## src/rtl/systemizer_host_port_pkg.sv

```systemverilog
// Shared definitions for the systemizer host port: matrix geometry, derived
// memory word/address widths, FSM state encoding and the element-legality test.
package systemizer_host_port_pkg;

    localparam int L     = 8;
    localparam int K     = 16;
    localparam int M     = 3;
    localparam int BLOCK = 4;

    localparam int EW    = $clog2(M);
    localparam int WW    = BLOCK * EW;
    localparam int WORDS = (L * K) / BLOCK;
    localparam int AW    = $clog2(WORDS);

    localparam logic [AW-1:0] LAST_ADDR = AW'(WORDS - 1);

    typedef enum logic [2:0] {
        ST_IDLE,
        ST_LOAD,
        ST_START,
        ST_WAIT,
        ST_UNLOAD
    } state_t;

    function automatic logic elem_legal(input logic [EW-1:0] e);
        return (int'(e) < M);
    endfunction

endpackage

```

## src/rtl/sysport_word_check.sv

```systemverilog
// Sanitizes one packed matrix word: any element outside 0..M-1 is replaced by
// zero and the illegal flag is raised.
module sysport_word_check
    import systemizer_host_port_pkg::*;
(
    input  logic [WW-1:0] word,
    output logic [WW-1:0] clean,
    output logic          illegal
);

    always_comb begin
        clean   = word;
        illegal = 1'b0;
        for (int j = 0; j < BLOCK; j++) begin
            if (!elem_legal(word[j*EW +: EW])) begin
                clean[j*EW +: EW] = '0;
                illegal           = 1'b1;
            end
        end
    end

endmodule

```

## src/rtl/systemizer_host_port.sv

```systemverilog
// Host-side loader/unloader for the systemizer matrix memory: streams words in,
// pulses start, waits for done, then streams the result words back out.
//
// state     | meaning
// ----------+---------------------------------------------------------------
// ST_IDLE   | waiting for cmd_load; sticky flags hold their last value
// ST_LOAD   | in_ready high, each accepted word written one cycle later
// ST_START  | one-cycle sys_start pulse issued on leaving this state
// ST_WAIT   | waiting for sys_done; fail returns to idle, success unloads
// ST_UNLOAD | reads memory word by word into the single output register
module systemizer_host_port
    import systemizer_host_port_pkg::*;
(
    input  logic          clk,
    input  logic          rst,
    input  logic          cmd_load,
    input  logic          in_valid,
    output logic          in_ready,
    input  logic [WW-1:0] in_data,
    output logic          out_valid,
    input  logic          out_ready,
    output logic [WW-1:0] out_data,
    output logic          out_last,
    output logic          busy,
    output logic          load_err,
    output logic          result_ok,
    output logic          result_fail,
    output logic          sys_wr_en,
    output logic [AW-1:0] sys_wr_addr,
    output logic [WW-1:0] sys_data_in,
    output logic          sys_start,
    input  logic          sys_done,
    input  logic          sys_fail,
    input  logic          sys_success,
    output logic          sys_rd_en,
    output logic [AW-1:0] sys_rd_addr,
    input  logic [WW-1:0] sys_data_out
);

    state_t        state;
    logic [AW-1:0] ctr;
    logic          rd_pend;
    logic          rd_last_pend;
    logic          rd_all;

    logic [WW-1:0] word_clean;
    logic          word_bad;
    logic          accept;
    logic          out_take;

    sysport_word_check u_word_check (
        .word    (in_data),
        .clean   (word_clean),
        .illegal (word_bad)
    );

    assign accept      = (state == ST_LOAD) && in_valid && in_ready;
    assign out_take    = out_valid && out_ready;
    assign busy        = (state != ST_IDLE);
    assign sys_rd_addr = ctr;

    // Only one read is ever in flight, and it is issued only when the output
    // register is free by the next edge, so returning data can never collide
    // with an unaccepted word. Looking at out_ready here gives 1 word / 2 cycles.
    assign sys_rd_en = (state == ST_UNLOAD) && !rd_pend && !rd_all &&
                       (!out_valid || out_ready);

    always_ff @(posedge clk) begin
        if (rst) begin
            state        <= ST_IDLE;
            ctr          <= '0;
            rd_pend      <= 1'b0;
            rd_last_pend <= 1'b0;
            rd_all       <= 1'b0;
            in_ready     <= 1'b0;
            out_valid    <= 1'b0;
            out_data     <= '0;
            out_last     <= 1'b0;
            load_err     <= 1'b0;
            result_ok    <= 1'b0;
            result_fail  <= 1'b0;
            sys_wr_en    <= 1'b0;
            sys_wr_addr  <= '0;
            sys_data_in  <= '0;
            sys_start    <= 1'b0;
        end else begin
            sys_wr_en <= 1'b0;
            sys_start <= 1'b0;

            case (state)
                ST_IDLE: begin
                    if (cmd_load) begin
                        state       <= ST_LOAD;
                        in_ready    <= 1'b1;
                        ctr         <= '0;
                        load_err    <= 1'b0;
                        result_ok   <= 1'b0;
                        result_fail <= 1'b0;
                    end
                end

                ST_LOAD: begin
                    if (accept) begin
                        sys_wr_en   <= 1'b1;
                        sys_wr_addr <= ctr;
                        sys_data_in <= word_clean;
                        if (word_bad) begin
                            load_err <= 1'b1;
                        end
                        if (ctr == LAST_ADDR) begin
                            in_ready <= 1'b0;
                            state    <= ST_START;
                        end else begin
                            ctr <= ctr + 1'b1;
                        end
                    end
                end

                ST_START: begin
                    sys_start <= 1'b1;
                    state     <= ST_WAIT;
                end

                ST_WAIT: begin
                    if (sys_done) begin
                        if (sys_fail) begin
                            result_fail <= 1'b1;
                            state       <= ST_IDLE;
                        end else begin
                            result_ok <= sys_success;
                            ctr       <= '0;
                            rd_all    <= 1'b0;
                            state     <= ST_UNLOAD;
                        end
                    end
                end

                ST_UNLOAD: begin
                    rd_pend <= sys_rd_en;
                    if (sys_rd_en) begin
                        rd_last_pend <= (ctr == LAST_ADDR);
                        if (ctr == LAST_ADDR) begin
                            rd_all <= 1'b1;
                        end else begin
                            ctr <= ctr + 1'b1;
                        end
                    end
                    if (rd_pend) begin
                        out_valid <= 1'b1;
                        out_data  <= sys_data_out;
                        out_last  <= rd_last_pend;
                    end else if (out_take) begin
                        out_valid <= 1'b0;
                        out_last  <= 1'b0;
                        if (out_last) begin
                            state <= ST_IDLE;
                        end
                    end
                end

                default: begin
                    state <= ST_IDLE;
                end
            endcase
        end
    end

endmodule

```

## config.mk

```make
export PLATFORM = sky130hd
export DESIGN_NAME = systemizer_host_port
export DESIGN_NICKNAME = d
export VERILOG_FILES = /design/src/rtl/systemizer_host_port_pkg.sv /design/src/rtl/sysport_word_check.sv /design/src/rtl/systemizer_host_port.sv
export SDC_FILE = /design/constraint.sdc
export NUM_CORES = 1
export LEC_CHECK = 0
export ABC_AREA = 1
export CORE_MARGIN = 1
export CORE_UTILIZATION = 28
export CTS_BUF_LIST = sky130_fd_sc_hd__clkbuf_16
export DETAILED_ROUTE_END_ITERATION = 10
export GPL_ROUTABILITY_DRIVEN = 0
export GPL_TIMING_DRIVEN = 0
export PLACE_DENSITY_LB_ADDON = 0.12
export RECOVER_POWER = 100
export SETUP_SLACK_MARGIN = 0.3
export SYNTH_ARGS = -nofsm -noshare
export SYNTH_HDL_FRONTEND = slang
export SYNTH_SLANG_ARGS = --single-unit
```

## constraint.sdc

```tcl
create_clock -name clk -period 4 [get_ports clk]
set_input_delay 0.8 -clock clk [delete_from_list [all_inputs] [get_ports clk]]
set_output_delay 0.8 -clock clk [all_outputs]
set_load 0.01 [all_outputs]
```

==> results by group <==
Synth
  • Post-synthesis adder-cell area fraction: under 10%
  • Ys async rst share: 0%
  • Mapped Area: 1790 sq um
  • Top cell type's share of synthesized area: ~45%
  • Syn Nets: around 270
  • Cells after Synth: roughly 250
  • Synth Area in Simple Gates: between 30% and 40%
  • Register area share after synthesis: between 40% and 50%
  • Yosys reg bits: 40
  • Synth Area in Compound Gates: approximately 14%
  • EDFF count, synth: 0
  • Largest family of logic cells by synthesized area: simple AND/OR/NAND/NOR gates
  • Yosys warns: 0
  • Number of library cell types mapped by synthesis: 24
  • Syn_area_per_cell: ~7.2 sq um
  • Mux contribution to synthesized area: 0%
  • Post-synthesis xor/xnor area fraction: 0%
  • Synth area leaders: dfxtp_1, nand2_1, a21oi_1
  • Area leader, netlist: dfxtp_1
  • Most common cell in the netlist: nand2_1
  • Synth cell count leaders: nand2_1, dfxtp_1, a21oi_1
  • Main synth FF type: dfxtp_1

CTS
  • CTS max path bufs: 2
  • Resize count post-CTS: 0
  • CTS tree: done
  • Clock root buffer: clkbuf_16
  • Reg clk slew, reported paths: 0.05 ns
  • Post-CTS setup buffers: 0
  • Clk_lat worst skew: 0.28 ns
  • CTS Sinks: 40
  • Hold_buf cts: 0
  • TritonCTS buffer count: 5
  • H-tree depth: 2

Power and ir drop
  • Peak VDD IR: between 0.2 and 0.25 mV
  • Power Density: between 500 and 600 nW/um^2
  • Leak pwr: around 1.1 nW
  • Total design power: between 1 and 1.5 mW

Global route
  • Gr usage total: 14.3%
  • First-pass GRT wire length: approximately 7200 um
  • Pin count of the biggest net entering global routing: 12
  • GRT Residual Overflow: 0
  • Vias in the first global route: roughly 1.6k
  • Initial antenna violation count: 0

STA
  • Final critical-path share of the clock period: 79.4%
  • Worst-margin pin slew: 0.679 ns
  • Headroom to the max-slew limit: 54.6%
  • F_max: 315 MHz
  • Final Hold Viols: 0
  • Final Skew: 0.00285 ns
  • RSZ-0062 raised after global routing: false
  • Fin. max-slew vios: 0
  • Tmin final: 3.17 ns
  • Setup violators final: 0
  • Fin Setup TNS: 0 ns

Min path
  • Hold crit path type: flop to flop
  • WHS Path Cells: 2

Critical path
  • Reg-to-Reg Start: state[2]$_SDFFE_PP0P_
  • Bufs and invs on worst path: 3
  • WP depth: 6
  • CP cell instances: dlygate4sd3_1 -> inv_1 -> nand2_1 -> nand2_1 -> nor2_1 -> dlygate4sd3_1
  • Setup crit end: sys_rd_en
  • Crit-path slowest cell: dlygate4sd3_1
  • Worst reg-to-reg path cell count: 5
  • Critical Path Source: out_ready
  • Startpoint Class: input pin
  • Worst R2R Setup Slack: roughly 2.2 ns
  • Worst path arrival time: roughly 2.4 ns
  • Critical path type: input pin to output port
  • Crit Path Max Fanout: 4
  • WP data required: roughly 3.2 ns
  • Slowest stage delay, CP: approximately 0.65 ns
  • FF-to-FF End: sys_data_in[3]$_SDFFE_PP0P_
  • CP Capture Type: output port
  • CP top delay family: buffers and inverters

Die
  • I/O pin count: 60
  • Die area: about 6700 sq um
  • Core ar.: 6030 sq um
  • Die W: between 80 and 90 um
  • Die Y: a little over 80 um
  • Cell Rows: 28
  • Initial Util: a little under 30%

Cells and area
  • Multi-input logic area: 840 sq um
  • Share of cells above drive strength 1: between 4 and 5%
  • Layout net count: about 340
  • # diodes: 0
  • Filler cells: 645
  • Sequential cell area: ~800 sq um
  • Area delta synth->final: 42.9%

Routing
  • DRT iter0 DRCs: 41
  • Total Wirelength: about 4400 um
  • Via count: ~1.8k
  • First-pass DRT Iterations: 4
  • Drt drc: 0
  • Wire per inst: approximately 11 um
  • Via density: around 4.6
  • Antenna-violating nets left: 0

Place
  • Dpl hpwl: between 3000 and 4000 um
  • PortBufs: 58

Status
  • Outcome: finished clean

Flow run
  • Max Cap Viol: 0
-- final cells by class --
class | count | share of cell area (%)
clock buffers | 5 | 4.90
repair buffers | 58 | 22.7
plain buffers | 8 | 1.18
clock inverters | 2 | 0.343
flip-flops and latches | 40 | 31.4
inverters | 20 | 2.94
multi-input cells | 179 | 32.9
well taps | 75 | 3.67
-- worst reg2reg max path: cells and delay by family, from the launching register on --
family / cells / cell delay (ns)
compound gates: 1 / 0.27
buf+inv: 1 / 0.18
flops: 1 / 0.35
simple gates: 3 / 0.94
-- layout by cell type (no fill, tap or decap), types with 2 or more instances in the layout --
master           instances
a21oi_1                 30
clkbuf_1                 8
clkbuf_16                5
clkdlybuf4s50_1         19
dfxtp_1                 40
dlygate4sd3_1           39
ha_1                     2
inv_1                   20
nand2_1                 67
nand3_1                 25
nand4_1                  2
nor2_1                  29
nor2_2                   2
o21ai_0                 11
o31ai_1                  4
-- cells by family (layout without fill, tap and decap cells) --
family / count (synthesis) / count (layout)
AO/OA/AOI/OAI: 47 / 47
adder cells (fa/ha/maj): 2 / 2
buffers and inverters: 28 / 93
flip-flops: 40 / 40
AND/OR/NAND/NOR: 130 / 130
-- power breakdown --
part	internal [mW]	switching [mW]
clock	0.224	0.148
combinational	0.183	0.250
sequential	0.448	0.0539
-- per-stage QoR --
step | cells | hold WS (ns) | utilization [%] | worst slack [ns] | area (sq um)
floorplan | 247 | 0.438 | - | 2.03 | 1790
global route | 387 | 0.468 | 42.4 | 0.683 | 2550
CTS | 387 | 0.459 | 43.1 | 0.927 | 2590
finish | 387 | 0.449 | 42.4 | 0.825 | 2550
detailed placement | 380 | 0.452 | 40.8 | 0.933 | 2460
global placement | 380 | 0.443 | 40.8 | 0.950 | 2460
-- worst min path at each step --
stage                             startpoint                        to  slack, ns
global placement       load_err$_SDFFE_PP0P_     load_err$_SDFFE_PP0P_       0.44
global route        out_data[6]$_SDFFE_PP0N_  out_data[6]$_SDFFE_PP0N_       0.47
finish                 load_err$_SDFFE_PP0P_     load_err$_SDFFE_PP0P_       0.45
detailed placement    result_ok$_SDFFE_PP0P_    result_ok$_SDFFE_PP0P_       0.45
floorplan                rd_all$_SDFFE_PP0P_       rd_all$_SDFFE_PP0P_       0.44
CTS                    load_err$_SDFFE_PP0P_     load_err$_SDFFE_PP0P_       0.46
-- registers in the layout, indices dropped and copies added, names as in the netlist --
name          count
out_data          8
sys_data_in       8
sys_rd_addr       5
sys_wr_addr       5
state             3
in_ready          1
load_err          1
out_last          1
out_valid         1
rd_all            1
rd_last_pend      1
rd_pend           1
result_fail       1
result_ok         1
sys_start         1
sys_wr_en         1
-- per-layer routing --
| layer | track usage [%] | up-vias | part of all wire [%] |
|---|---|---|---|
| met4 | 5.79 | 0 | 1.3 |
| met3 | 3.78 | 6 | 5.7 |
| met1 | 17.7 | 787 | 47 |
| met2 | 23.2 | 44 | 45 |
| met5 | 0 | - | 0 |
| li1 | - | 936 | - |
Note: power is estimated with default switching activity, not from simulation.
